### src/rtl/clk_period_monitor.sv
// clk_period_monitor
//   Receive-side companion of the clock divider. Synchronises a slow divided
//   clock into the clk_in domain and produces one-cycle rise/fall strobes.
//   Measures the rising-to-rising period in clk_in cycles, reports lock and
//   flags a stalled divider.
//
//   Optional feature macro: PERIOD_CHECK_EN
//     defined   -> freq_ok reports whether the last period lies within
//                  EXP_PERIOD +/- TOL.
//     undefined -> freq_ok is tied to 0; EXP_PERIOD and TOL are unused.
module clk_period_monitor #(
    parameter int unsigned CNT_W      = 32,
    parameter int unsigned TIMEOUT    = 200_000_000,
    parameter int unsigned EXP_PERIOD = 80_000_002,
    parameter int unsigned TOL        = 1_000
) (
    input  logic             clk_in,
    input  logic             rst,
    input  logic             slow_clk,
    output logic             rise_pulse,
    output logic             fall_pulse,
    output logic [CNT_W-1:0] period,
    output logic             period_valid,
    output logic             locked,
    output logic             stalled,
    output logic             freq_ok
);

    // The gap counter only has to reach TIMEOUT, so it is sized from TIMEOUT
    // rather than CNT_W; this keeps narrow period counters usable with long
    // timeouts.
    localparam int unsigned GAP_W = (TIMEOUT == 0) ? 1 : $clog2(TIMEOUT + 1);
    localparam logic [GAP_W-1:0] GAP_MAX = GAP_W'(TIMEOUT);

    // Number of clk_in cycles after reset during which edges are ignored:
    // long enough for the 3-stage sync chain to fill with the real level.
    localparam logic [1:0] WU_DONE = 2'd3;

    typedef enum logic [1:0] {
        IDLE    = 2'd0,
        MEASURE = 2'd1,
        LOCKED  = 2'd2,
        STALL   = 2'd3
    } state_e;

    state_e state_q, state_d;

    // Synchroniser and edge detection
    logic             s1_q, s1_d;
    logic             s2_q, s2_d;
    logic             s3_q, s3_d;
    logic [1:0]       wu_q, wu_d;
    logic             edge_mask;
    logic             rise;
    logic             fall;
    logic             rise_pulse_q, rise_pulse_d;
    logic             fall_pulse_q, fall_pulse_d;

    // Gap (stall) detection
    logic [GAP_W-1:0] gap_q, gap_d;
    logic             gap_hit;
    logic             timeout;

    // Period measurement and status
    logic [CNT_W-1:0] pcnt_q, pcnt_d;
    logic [CNT_W-1:0] pcnt_inc;
    logic [CNT_W-1:0] period_q, period_d;
    logic             period_valid_q, period_valid_d;
    logic             locked_q, locked_d;
    logic             stalled_q, stalled_d;

    // Sync chain, warm-up masking and raw edge detection
    always_comb begin
        // NOTE: every signal assigned in a combinational block gets a value on
        // every path (here, unconditionally); a missed path infers a latch.
        s1_d      = slow_clk;
        s2_d      = s1_q;
        s3_d      = s2_q;
        wu_d      = (wu_q == WU_DONE) ? wu_q : wu_q + 2'd1;
        edge_mask = (wu_q != WU_DONE);
        rise      = s2_q & ~s3_q & ~edge_mask;
        fall      = ~s2_q & s3_q & ~edge_mask;
        rise_pulse_d = rise;
        fall_pulse_d = fall;
    end

    // Gap counter: cleared by any edge, otherwise counts up and sticks at TIMEOUT
    always_comb begin
        gap_hit = (gap_q == GAP_MAX);
        if (rise || fall) begin
            gap_d = '0;
        end else if (gap_hit) begin
            gap_d = gap_q;
        end else begin
            gap_d = gap_q + GAP_W'(1);
        end
        // An edge in the same cycle as the timeout wins: no stall is raised.
        timeout = gap_hit & ~(rise | fall);
    end

    // FSM state register
    always_ff @(posedge clk_in or posedge rst) begin
        // NOTE: clocked blocks use non-blocking assignments only, so every flop
        // samples the pre-edge value of its neighbours regardless of order.
        if (rst) begin
            state_q <= IDLE;
        end else begin
            state_q <= state_d;
        end
    end

    // FSM next-state logic
    always_comb begin
        state_d = state_q;
        case (state_q)
            IDLE: begin
                // A gap timeout is meaningless before the first edge.
                if (rise) begin
                    state_d = MEASURE;
                end
            end
            MEASURE, LOCKED: begin
                if (rise) begin
                    state_d = LOCKED;
                end else if (timeout) begin
                    state_d = STALL;
                end
            end
            STALL: begin
                // Recovery needs a fresh full period before lock is re-declared.
                if (rise) begin
                    state_d = MEASURE;
                end
            end
            default: begin
                state_d = IDLE;
            end
        endcase
    end

    // FSM outputs: period counter, period capture and status flags
    always_comb begin
        pcnt_inc       = (pcnt_q == '1) ? pcnt_q : pcnt_q + CNT_W'(1);
        pcnt_d         = '0;
        period_d       = period_q;
        period_valid_d = 1'b0;
        case (state_q)
            IDLE, STALL: begin
                // The edge that starts a measurement counts as cycle 1; no
                // period is reported because none has been measured yet.
                if (rise) begin
                    pcnt_d = CNT_W'(1);
                end
            end
            MEASURE, LOCKED: begin
                if (rise) begin
                    period_d       = pcnt_q;
                    period_valid_d = 1'b1;
                    pcnt_d         = CNT_W'(1);
                end else if (!timeout) begin
                    pcnt_d = pcnt_inc;
                end
            end
            default: begin
                pcnt_d = '0;
            end
        endcase
        locked_d  = (state_d == LOCKED);
        stalled_d = (state_d == STALL);
    end

    // Datapath and registered outputs
    always_ff @(posedge clk_in or posedge rst) begin
        if (rst) begin
            s1_q           <= 1'b0;
            s2_q           <= 1'b0;
            s3_q           <= 1'b0;
            wu_q           <= 2'd0;
            rise_pulse_q   <= 1'b0;
            fall_pulse_q   <= 1'b0;
            gap_q          <= '0;
            pcnt_q         <= '0;
            period_q       <= '0;
            period_valid_q <= 1'b0;
            locked_q       <= 1'b0;
            stalled_q      <= 1'b0;
        end else begin
            s1_q           <= s1_d;
            s2_q           <= s2_d;
            s3_q           <= s3_d;
            wu_q           <= wu_d;
            rise_pulse_q   <= rise_pulse_d;
            fall_pulse_q   <= fall_pulse_d;
            gap_q          <= gap_d;
            pcnt_q         <= pcnt_d;
            period_q       <= period_d;
            period_valid_q <= period_valid_d;
            locked_q       <= locked_d;
            stalled_q      <= stalled_d;
        end
    end

`ifdef PERIOD_CHECK_EN
    logic        freq_ok_q, freq_ok_d;
    logic [63:0] per_w;
    logic [63:0] exp_w;
    logic [63:0] diff_w;

    // Tolerance check on each new period; difference taken without wrap
    always_comb begin
        per_w  = 64'(period_d);
        exp_w  = 64'(EXP_PERIOD);
        diff_w = (per_w >= exp_w) ? (per_w - exp_w) : (exp_w - per_w);
        freq_ok_d = freq_ok_q;
        if (state_d == STALL) begin
            freq_ok_d = 1'b0;
        end else if (period_valid_d) begin
            freq_ok_d = (diff_w <= 64'(TOL));
        end
    end

    // freq_ok register
    always_ff @(posedge clk_in or posedge rst) begin
        if (rst) begin
            freq_ok_q <= 1'b0;
        end else begin
            freq_ok_q <= freq_ok_d;
        end
    end

    assign freq_ok = freq_ok_q;
`else
    // Tolerance parameters have no function in this build.
    logic unused_cfg;
    assign unused_cfg = ^{EXP_PERIOD, TOL};
    assign freq_ok    = 1'b0;
`endif

    assign rise_pulse   = rise_pulse_q;
    assign fall_pulse   = fall_pulse_q;
    assign period       = period_q;
    assign period_valid = period_valid_q;
    assign locked       = locked_q;
    assign stalled      = stalled_q;

endmodule

### config.mk
export PLATFORM = sky130hd
export DESIGN_NAME = clk_period_monitor
export DESIGN_NICKNAME = d
export VERILOG_FILES = /design/src/rtl/clk_period_monitor.sv
export SDC_FILE = /design/constraint.sdc
export NUM_CORES = 1
export LEC_CHECK = 0
export BUFFER_PORTS_ARGS = -buffer_cell sky130_fd_sc_hd__buf_2
export CAP_MARGIN = 10
export CORE_MARGIN = 5
export CORE_UTILIZATION = 49
export DETAILED_ROUTE_END_ITERATION = 6
export PLACE_DENSITY_LB_ADDON = 0.25
export SLEW_MARGIN = 5
export SYNTH_ARGS = -nofsm -noshare
export SYNTH_HDL_FRONTEND = slang
export SYNTH_SLANG_ARGS = --single-unit
### constraint.sdc
create_clock -name clk_in -period 3.95 [get_ports clk_in]
set_clock_uncertainty 0.2 [all_clocks]
set_input_delay 0 -clock clk_in [delete_from_list [all_inputs] [get_ports clk_in]]
set_output_delay 0 -clock clk_in [all_outputs]
set_load 0.01 [all_outputs]
=== Word level (Yosys, flattened, before mapping) ===
Index checks and enable logic that the tools add are counted.

* Register bits: 104
* Output and inout bits: 38
* Logic and storage cells: 55

* Eq/ne operators: 11
* Reduce and logical (&&, ||, !) cells: 5
* $add $sub $neg: 3
* Multiplexer cells: 13
* Bitwise logic cells: 10

{| class="wikitable"
|+ Operators with widths
! kind !! count
|-
| $mux 32 || 3
|-
| $pmux 32 s2 || 1
|-
| $mux 28 || 2
|-
| $add 32x1->32 const B || 1
|-
| $eq 32x32->1 const B || 1
|-
| $add 28x1->28 const B || 1
|-
| $eq 28x28->1 const B || 1
|-
| $eq 2x2->1 const B || 5
|-
| $mux 2 || 3
|-
| $and 1x1->1 || 5
|-
| $ne 4x4->1 const B || 1
|-
| $not 1->1 || 4
|-
| $pmux 2 s2 || 1
|-
| $reduce_or 2->1 || 2
|-
| $mux 1 || 3
|-
| $add 2x1->2 const B || 1
|-
| $eq 2x1->1 const B || 1
|-
| $logic_not 2->1 || 1
|-
| $ne 2x1->1 const B || 1
|-
| $ne 2x2->1 const B || 1
|-
| $reduce_and 2->1 || 1
|-
| $logic_or 1x1->1 || 1
|-
| $or 1x1->1 || 1
|}

=== Longest topological paths before layout ===
Gate-level depths: netlist of run 1.

* Depth after elaboration: 10
* Gate-level depth with buffers: 8
* Gate-level depth less buffers: 7

=== Least setup slack after synthesis of run 1 ===
OpenSTA, ideal clock, no wires.

* Kind: reg-to-reg
* Start: reg gap_q[0]
* End: reg pcnt_q[28]
* Period minus slack after synthesis: 2.015 ns
* Arrival time: 1.696 ns
* Setup slack: 1.935 ns
* Buffers on the path: 1
* Stages on the path, launching flop included: 9
* Path through: dfrtp_1 inv_1 ha_1 and4b_1 nand4_1 or4b_4 nand3_2 buf_8 nor2_2

* Word-level cells in the longest chain between the ends: 5
* Elaborated cells on any way between the ends: 6

{| class="wikitable"
|+ RTL lines
! item !! RTL line !! RTL
|-
| start: declaration || 60 || <nowiki>logic [GAP_W-1:0] gap_q, gap_d;</nowiki>
|-
| start signal: assignment || 194 || <nowiki>gap_q <= gap_d;</nowiki>
|-
| $eq 28x28->1 (*) || 89 || <nowiki>gap_hit = (gap_q == GAP_MAX);</nowiki>
|-
| $and 1x1->1 (*) || 98 || <nowiki>timeout = gap_hit & ~(rise | fall);</nowiki>
|-
| $mux 32 || 160 || <nowiki>end else if (!timeout) begin</nowiki>
|-
| $mux 32 || 156 || <nowiki>if (rise) begin</nowiki>
|-
| $pmux 32 s2 || 147 || <nowiki>case (state_q)</nowiki>
|-
| end signal: assignment || 195 || <nowiki>pcnt_q <= pcnt_d;</nowiki>
|-
| end: declaration || 65 || <nowiki>logic [CNT_W-1:0] pcnt_q, pcnt_d;</nowiki>
|}

Every way passes the cells marked *; elsewhere a longest branch is shown, timed or not.
A chain may end at the register's enable or synchronous reset.

=== Final worst setup path of run 1 ===
* Start: reg pcnt_q[0]
* End: reg pcnt_q[1]

* Word-level cells in the longest chain between the ends: 5
* Elaborated cells on any way between the ends: 7

{| class="wikitable"
|+ RTL lines
! item !! RTL line !! RTL
|-
| $add 32x1->32 || 143 || <nowiki>pcnt_inc = (pcnt_q == '1) ? pcnt_q : pcnt_q + CNT_W'(1);</nowiki>
|-
| $mux 32 || 143 ||
|-
| $mux 32 || 160 ||
|-
| $mux 32 || 156 ||
|-
| $pmux 32 s2 || 147 ||
|}

Parallel ways exist; a longest one is shown, timed or not. The select of a mux whose other input is x is not followed.

==> reports/summary.txt, run 1 <==
CTS Buffer Depth = 2
clk_lat worst skew = 370 ps
largest net degree at the start of global routing = 81
GP Congestion = 0.797
drt pass-1 iters = 4
Peak Freq = 377 MHz
setup tns final = 0 ps
Min-Delay Path Class = primary input to flip-flop
global route total overflow = 0
number of global-route vias before repair = 3563
sequential group share of total power = 52.9%
Setup CP Type = flip-flop to flip-flop
cell with the most instances after synthesis = dfrtp_1
pwr dens = 401 nW/um^2
ys async rst share = 100%
Mapped Avg Cell Area = 11.1 um^2
H-tree levels = 3
IO Port Bufs = 39
Yosys top cell by area = dfrtp_1
Final nets = 502
total global routing track utilization = 15.9%
Ys Warns = 0
die area = 12500 um^2
Worst R2R Path Depth = 6
WHS Path Cells = 2
Routed wire per std cell = 14.5 um
Post-route DRC = 0
RSZ-0062 raised after global routing = no
post-CTS resize count = 0
cells after synthesis = 458
maxcap violations = 0
Worst IR Drop VDD = 0.282 mV
Starting DRT DRC Count = 115
switching part of the total = 31.9%
area grow syn2layout = 9.16%
initial antenna violation count = 0
Synth Register Bits = 104
Slew Viols, Final = 0
top cell type's share of synthesized area = 51.2%
initial core utilization = 49.6%
status = finished, final reports clean
final WL = 9250 um
Lkg Pwr = 2.60 nW
DRT antenna net count = 0
Synth Net Count = 465
Vias = 3423
CTS sink cnt = 104
die width = 112 um
layout cells sized above 1 = 25.6%
Unique masters post-synth = 58
Most used DFF post-synth = dfrtp_1
synth top area cells = dfrtp_1 51%, mux2_2 7.3%, xor2_1 4.5%
Ports = 41
sequential fraction of the synthesis area = 51.2%
Die Y = 112 um
crit end category = flip-flop
clk root buf = clkbuf_8
Placement Rows = 37
Clk pwr share = 28.8%
CTS clk-pin slew, worst paths = 110 ps
number of failing hold endpoints at the final stage = 0
CTS tree = done
Worst Max-Slew Pin Slew = 949 ps
first-pass GRT wire length = 16800 um
Final min period = 2650 ps
CP Data Required Time = 4000 ps
Slew HR = 36.8%
Tcrit/Tclk final = 67.2%
Layout Utilization = 54.2%
Sw Pwr = 0.000708 W
internal power = 0.00151 W
Worst Setup Start Kind = flip-flop
Logic pwr share = 18.3%
synthesized cell area = 5080 um^2
Commonest cells post-synth = 104 x dfrtp_1, 37 x nand2_1, 37 x nor2_1
Critical Path AT = 2710 ps
Post-DP HPWL = 6220 um
Core Box Area = 10200 um^2
Num CTS Buffers = 9
slack of the worst reg-to-reg path = 1300 ps
# diodes = 0
number of flops mapped to enable cells by yosys = 0
Via density = 5.38
maximum fanout along the worst path = 18
Final setup viols = 0
## power groups by stage
stage          clock network, W  registers (W)  logic, W
6_report               0.000640        0.00118  0.000407
5_1_grt                0.000702        0.00119  0.000453
4_1_cts                0.000658        0.00118  0.000416
3_5_place_dp                  0        0.00120  0.000411
3_3_place_gp                  0        0.00119  0.000408
2_1_floorplan                 0        0.00119  0.000330
## cell usage in the layout (no fill, tap or decap), types with 2 or more instances in the layout
master / n
and4_1: 2
clkbuf_8: 10
mux2i_1: 2
nor4_4: 2
nand2_1: 37
mux2_2: 33
nor2_2: 2
o21ai_0: 6
nand2b_1: 2
and2_1: 2
nand3_1: 16
nor4bb_1: 2
nor3_4: 2
inv_1: 10
nand3_2: 3
buf_2: 39
nand4_2: 3
or3_2: 2
buf_4: 5
a21oi_2: 10
a31oi_1: 5
dfrtp_1: 104
a21oi_1: 24
nand4_1: 20
or3_1: 2
ha_1: 4
nor4b_1: 3
clkinv_4: 3
and3_1: 5
nor4_1: 10
nor2_1: 37
xnor2_1: 24
dlygate4sd3_1: 2
nor3_1: 12
nor2b_1: 4
xor2_1: 26
## path summary, 6_finish.rpt
path                           start          to
hold / removal              slow_clk        s1_q
setup / recovery           pcnt_q[0]   pcnt_q[1]
setup reg to reg           pcnt_q[0]   pcnt_q[1]
hold reg to reg                 s1_q        s2_q
min in group asynchronous        rst  period[16]
max in group asynchronous        rst   gap_q[25]
## routing by layer
metal	up-vias	share of wire [%]	GRT usage, %
met1	1687	45	20.3
met5	-	0	0
met2	42	51	27.5
li1	1684	-	-
met3	10	3.1	3.53
met4	0	0.85	3.97
## critical path: stages, from the launching register on
cell and delay, ps:
dfrtp_1 450, ha_1 250, nand4_2 220, nor3_4 550
nand4_2 540, nand3_1 240, a21oi_1 80
## layout make-up
type                            count  area [um^2]
Timing Repair Buffer               46          253
Multi-Input combinational cell    323         2290
Fill cell                         897         4690
Clock inverter                      6         51.3
Clock buffer                       10          138
Tap cell                          136          170
Sequential cell                   104         2600
Inverter                           11         43.8
## sequential cells by signal, summed over array words and instances (netlist names)
register	cells
rise_pulse	1
period	32
s3_q	1
fall_pulse	1
stalled	1
period_valid	1
gap_q	28
pcnt_q	32
state_q	2
wu_q	2
s1_q	1
s2_q	1
locked	1
## kinds of logic (layout without fill, tap and decap cells)
logic type	after synthesis	after routing	synth area share, %
DFF	104	104	51.2
adders and majority gates	5	5	1.18
other	1	1	0.0738
muxes	35	35	7.71
and+or+nand+nor	182	182	21.3
buffers and inverters	31	73	3.74
xor gates and xnor gates	50	50	8.62
AOI/OAI and AO/OA	50	50	6.09
## metrics by stage
stage	hold WS (ps)	instances	setup slack (ps)	cell area [um^2]	power (W)
6_report	64.2	636	1300	5540	0.00222
5_1_grt	65.6	636	1020	5540	0.00234
4_1_cts	50.9	636	1270	5540	0.00225
3_5_place_dp	-90.7	618	1300	5340	0.00161
3_3_place_gp	-91.6	618	1370	5340	0.00160
2_1_floorplan	-169	458	1020	5080	0.00152
## repair_timing
| item | CTS | global route |
|---|---|---|
| buffers inserted | 0 | 0 |
| endpoints found under the hold margin | 80 | 0 |
| hold buffers | 2 | 0 |
Note: power is estimated with default switching activity, not from simulation.
==> run 2: changes to the inputs <==
==> constraint.sdc (replaced) <==
create_clock -name clk_in -period 2.3 [get_ports clk_in]
set_clock_uncertainty 0.2 [all_clocks]
set_input_delay 0 -clock clk_in [delete_from_list [all_inputs] [get_ports clk_in]]
set_output_delay 0 -clock clk_in [all_outputs]
set_load 0.01 [all_outputs]
==> reports/summary.txt, run 2 (synthesized netlist as in run 1, its figures left out) <==
Starting DRT DRC Count = 115 (unchanged)
Die Y = 112 um (unchanged)
Final nets = 516 (+2.8%)
CP Data Required Time = 2400 ps (-1600 ps)
area grow syn2layout = 11.4%
non-filler instance count after layout = 649 (+2.0%)
Max stage delay on crit path = 560 ps (about the same)
hold slack = 81.9 ps (+17.7 ps)
CP Buf/Inv Count = 1 (+1)
die area = 12500 um^2 (unchanged)
Worst Setup Start Kind = flip-flop
GP Congestion = 0.835 (+4.8%)
CTS clk-pin slew, worst paths = 90 ps (-20 ps)
DRT antenna net count = 0 (unchanged)
Core Box Area = 10200 um^2 (unchanged)
status = finished, final reports clean
first-pass GRT wire length = 16900 um (+0.49%)
Num CTS Buffers = 9 (unchanged)
reg2reg end = state_q[1]
drt pass-1 iters = 4 (unchanged)
Worst R2R Path Depth = 7 (+1)
Slew Viols, Final = 0 (unchanged)
global route total overflow = 0 (unchanged)
largest net degree at the start of global routing = 105 (+30%)
Worst Max-Slew Pin Slew = 559 ps (-390 ps)
Post-route DRC = 0 (unchanged)
Worst IR Drop VDD = 0.334 mV (+18%)
Setup CP Type = flip-flop to flip-flop
clk_lat worst skew = 360 ps (about the same)
Via density = 5.40 (+0.26%)
Crit-path slowest cell = or4b_4
Peak Freq = 455 MHz (+21%)
reg2reg start = gap_q[0]
clk root buf = clkbuf_8
maximum fanout along the worst path = 19 (+1)
Routed wire per std cell = 14.5 um (-0.41%)
number of global-route vias before repair = 3554 (-0.25%)
design area = 5660 um^2 (+2.1%)
worst path cell trace = inv_1, ha_1, and4b_1, nand4_1, or4b_4, nand2_4, a22o_1
Cell Area, Placed = 5470 um^2 (+2.5%)
crit end category = flip-flop
number of failing hold endpoints at the final stage = 0 (unchanged)
Tot Pwr = 0.00376 W (+69%)
Tcrit/Tclk final = 95.5% (+28 points)
initial antenna violation count = 0 (unchanged)
CTS tree = done
most common cell after layout, fill and taps aside = dfrtp_1
initial core utilization = 49.6% (unchanged)
layout cells sized above 1 = 27.5% (+1.9 points)
post-CTS setup buffer count = 0 (unchanged)
Lkg Pwr = 2.65 nW (+2.1%)
slack of the worst reg-to-reg path = 100 ps (-1190 ps)
Min-Delay Startpoint = slow_clk
RSZ-0062 raised after global routing = yes
crit path launch = gap_q[0]
most frequent cells in the layout = 104 x dfrtp_1, 39 x buf_2, 37 x nand2_1, 37 x nor2_1, 33 x mux2_2
Critical Path AT = 2290 ps (-420 ps)
Post-DP HPWL = 6350 um (+2.1%)
Top delay family on crit path = simple AND/OR/NAND/NOR gates
CTS sink cnt = 104 (unchanged)
Slew HR = 62.7% (+26 points)
Final min period = 2200 ps (-456 ps)
Ports = 41 (unchanged)
pwr dens = 664 nW/um^2 (+66%)
Vias = 3502 (+2.3%)
total global routing track utilization = 16.0% (+0.077 points)
Placed Cells = 632 (+2.3%)
die width = 112 um (unchanged)
H-tree levels = 3 (unchanged)
WHS Path Cells = 2 (unchanged)
maxcap violations = 0 (unchanged)
# diodes = 0 (unchanged)
final WL = 9400 um (+1.6%)
IO Port Bufs = 39 (unchanged)
Min-Delay Endpoint = s1_q
setup tns final = 0 ps (unchanged)
CTS Buffer Depth = 2 (unchanged)
Placement Rows = 37 (unchanged)
Min-Delay Path Class = primary input to flip-flop
Final setup viols = 0 (unchanged)
## run 2: changes by cell type in the layout (fill, tap and decap cells not counted), sizes merged
cell,before,now
clkinv,4,2
buf,44,58
clkinvlp,0,3
inv,13,11
## run 2: worst max path at each step
stage / end / depth (start not counted)
after floorplan: pcnt_q[28] / 8
after global placement: pcnt_q[31] / 7
after detailed placement: pcnt_q[31] / 7
after CTS: pcnt_q[31] / 7
after global routing: pcnt_q[31] / 7
final: state_q[1] / 7
## run 2: worst reg2reg max path, stage by stage (launching register included)
cell	delay, ps
dfrtp_1	440
inv_1	70
ha_1	160
and4b_1	200
nand4_1	90
or4b_4	560
nand2_4	240
a22o_1	190
## run 2: layout make-up
type                            count  area, um^2
Tap cell                          136         170
Fill cell                         911        4570
Sequential cell                   104        2600
Multi-Input combinational cell    323        2300
Clock buffer                       10         128
Clock inverter                      5        33.8
Timing Repair Buffer               60         383
Inverter                           11        45.0
## run 2: report_power, final
group / switching, W / internal [W] / leakage (nW)
clock network: 0.000607 / 0.000389 / 0.0785
registers: 0.0000820 / 0.00192 / 1.42
logic: 0.000482 / 0.000276 / 1.15
## run 2: through the flow
stage	util [%]	setup WS, ps
CTS	55.2	30.2
floorplan	-	285
global placement	53.4	110
detailed placement	53.4	59.0
global route	55.3	-11.8
finish	55.3	104
## run 2: timing repair
action,in CTS,in global routing
gates resized for setup,0,2
setup endpoints to repair,0,14
hold endpoints to repair,105,0
hold buffers,2,0
## run 2: per-layer routing
layer | track usage, % | wire length, um | vias to the layer above
met3 | 2.99 | 252 | 7
met1 | 20.9 | 4360 | 1742
met5 | 0 | 0 | -
met2 | 27.1 | 4700 | 43
met4 | 4.79 | 84 | 0
li1 | - | - | 1710
==> run 3: changes to the inputs <==
--- a/config.mk
+++ b/config.mk
@@ -9,8 +9,10 @@
 export CAP_MARGIN = 10
 export CORE_MARGIN = 5
 export CORE_UTILIZATION = 49
+export CTS_CLUSTER_SIZE = 40
 export DETAILED_ROUTE_END_ITERATION = 6
 export PLACE_DENSITY_LB_ADDON = 0.25
+export SETUP_SLACK_MARGIN = 0.3
 export SLEW_MARGIN = 5
 export SYNTH_ARGS = -nofsm -noshare
 export SYNTH_HDL_FRONTEND = slang
==> reports/summary.txt, run 3 (synthesized netlist as in run 1, its figures left out) <==
die width = 112 um (unchanged)
worst path cell trace = or3_1, nor2_1, or4b_4, nand3_4, a21oi_2
clk root buf = clkbuf_8
layout cells sized above 1 = 33.4% (+5.9 points)
drt pass-1 iters = 4 (unchanged)
Via density = 5.52 (+2.3%)
pwr dens = 677 nW/um^2 (+2.1%)
Die Y = 112 um (unchanged)
Final setup viols = 0 (unchanged)
Final min period = 2100 ps (-96.0 ps)
Tcrit/Tclk final = 91.3% (-4.2 points)
Placement Rows = 37 (unchanged)
final WL = 10400 um (+11%)
number of failing hold endpoints at the final stage = 0 (unchanged)
maxcap violations = 0 (unchanged)
Post-DP HPWL = 6480 um (+2.1%)
non-filler instance count after layout = 663 (+2.2%)
status = finished, final reports clean
GP Congestion = 0.794 (-4.9%)
Lkg Pwr = 2.79 nW (+5.3%)
most common cell after layout, fill and taps aside = dfrtp_1
# diodes = 0 (unchanged)
CTS tree = done
Vias = 3661 (+4.5%)
die area = 12500 um^2 (unchanged)
Final nets = 529 (+2.5%)
Worst Setup Start Kind = flip-flop
Routed wire per std cell = 15.8 um (+8.8%)
H-tree levels = 3 (unchanged)
Cell Area, Placed = 5470 um^2 (+0.14%)
maximum fanout along the worst path = 7 (-12)
Num CTS Buffers = 9 (unchanged)
initial core utilization = 49.6% (unchanged)
total area of sequential cells = 2610 um^2 (+0.14%)
Min-Delay Path Class = primary input to flip-flop
Worst IR Drop VDD = 0.369 mV (+10%)
Core Box Area = 10200 um^2 (unchanged)
RSZ-0062 raised after global routing = yes
Worst Max-Slew Pin Slew = 536 ps (-22.7 ps)
CTS Buffer Depth = 2 (unchanged)
Starting DRT DRC Count = 129 (+12%)
Max stage delay on crit path = 610 ps (+50 ps)
number of global-route vias before repair = 3658 (+2.9%)
CTS sink cnt = 104 (unchanged)
DRT antenna net count = 0 (unchanged)
multi-input logic area = 2460 um^2 (+7.0%)
Peak Freq = 476 MHz (+4.6%)
FILL cells = 858 (-5.8%)
CP Data Required Time = 2360 ps (-40 ps)
most frequent cells in the layout = 101 x dfrtp_1, 39 x buf_2, 37 x nor2_1
Post-route DRC = 0 (unchanged)
Slew Viols, Final = 0 (unchanged)
Critical Path AT = 2160 ps (-130 ps)
Slew HR = 64.3% (+1.5 points)
clk_lat worst skew = 380 ps (+20 ps)
Crit-path slowest cell = or4b_4
total global routing track utilization = 17.1% (+1.1 points)
CTS clk-pin slew, worst paths = 90 ps (about the same)
IO Port Bufs = 39 (unchanged)
Ports = 41 (unchanged)
Placed Cells = 632 (unchanged)
design area = 5960 um^2 (+5.4%)
setup tns final = 0 ps (unchanged)
global route total overflow = 0 (unchanged)
Setup CP Type = flip-flop to flip-flop
initial antenna violation count = 0 (unchanged)
largest net degree at the start of global routing = 105 (unchanged)
crit end category = flip-flop
first-pass GRT wire length = 17700 um (+4.7%)
area grow syn2layout = 17.4%
run 3: power by group:
group | internal, W | switching [W] | leakage, nW
combinational | 0.000336 | 0.000556 | 1.28
sequential | 0.00192 | 0.0000802 | 1.41
clock | 0.000531 | 0.000615 | 0.0993
total | 0.00279 | 0.00125 | 2.79
run 3: final cells by class:
cell class / count / share of cell area [%]
clock inverter: 5 / 0.944
timing repair buffer: 71 / 8.16
inverter: 11 / 0.755
clock buffer: 11 / 2.37
sequential: 104 / 43.7
tap: 136 / 2.85
multi-input combinational: 325 / 41.2
run 3: path summary, 6_finish.rpt:
| path | from | depth (start not counted) | endpoint | slack, ps |
|---|---|---|---|---|
| setup / recovery | gap_q[6] | 5 | pcnt_q[24] | 200 |
| hold / removal | slow_clk | 2 | s1_q | 60 |
| setup reg to reg | gap_q[6] | 5 | pcnt_q[24] | 200 |
| hold reg to reg | s1_q | 0 | s2_q | 160 |
| max in group asynchronous | rst | 4 | gap_q[10] | 1370 |
| min in group asynchronous | rst | 4 | s1_q | 130 |
run 3: critical path, delay by kind of cell, from the launching register on:
kind               cells  cell delay [ps]
and+or+nand+nor        4             1320
AOI/OAI and AO/OA      1               50
DFF                    1              410
run 3: what timing repair did:
action                                  in CTS  in global routing
hold buffers                                 2                  0
setup buffers                                3                  7
pin swaps                                    7                  6
resized for setup                           16                 16
endpoints found under the setup margin      43                 74
gates cloned                                 2                  1
hold endpoints to repair                   105                  0
run 3: per-stage QoR:
| stage | hold WS (ps) | util, % | worst slack (ps) | total power [W] |
|---|---|---|---|---|
| 5_1_grt | 57.0 | 58.3 | 118 | 0.00424 |
| 6_report | 55.8 | 58.3 | 200 | 0.00404 |
| 3_3_place_gp | -88.8 | 53.5 | 205 | 0.00278 |
| 4_1_cts | 45.0 | 56.9 | 186 | 0.00401 |
| 2_1_floorplan | -169 | - | 289 | 0.00262 |
| 3_5_place_dp | -87.0 | 53.5 | 135 | 0.00280 |
run 3: routing by layer:
| layer | wire, um | vias up | track usage [%] |
|---|---|---|---|
| met5 | 0 | - | 0 |
| met4 | 185 | 0 | 7.62 |
| met3 | 417 | 17 | 2.45 |
| met2 | 5320 | 66 | 28.8 |
| met1 | 4520 | 1834 | 21.9 |
| li1 | - | 1744 | - |
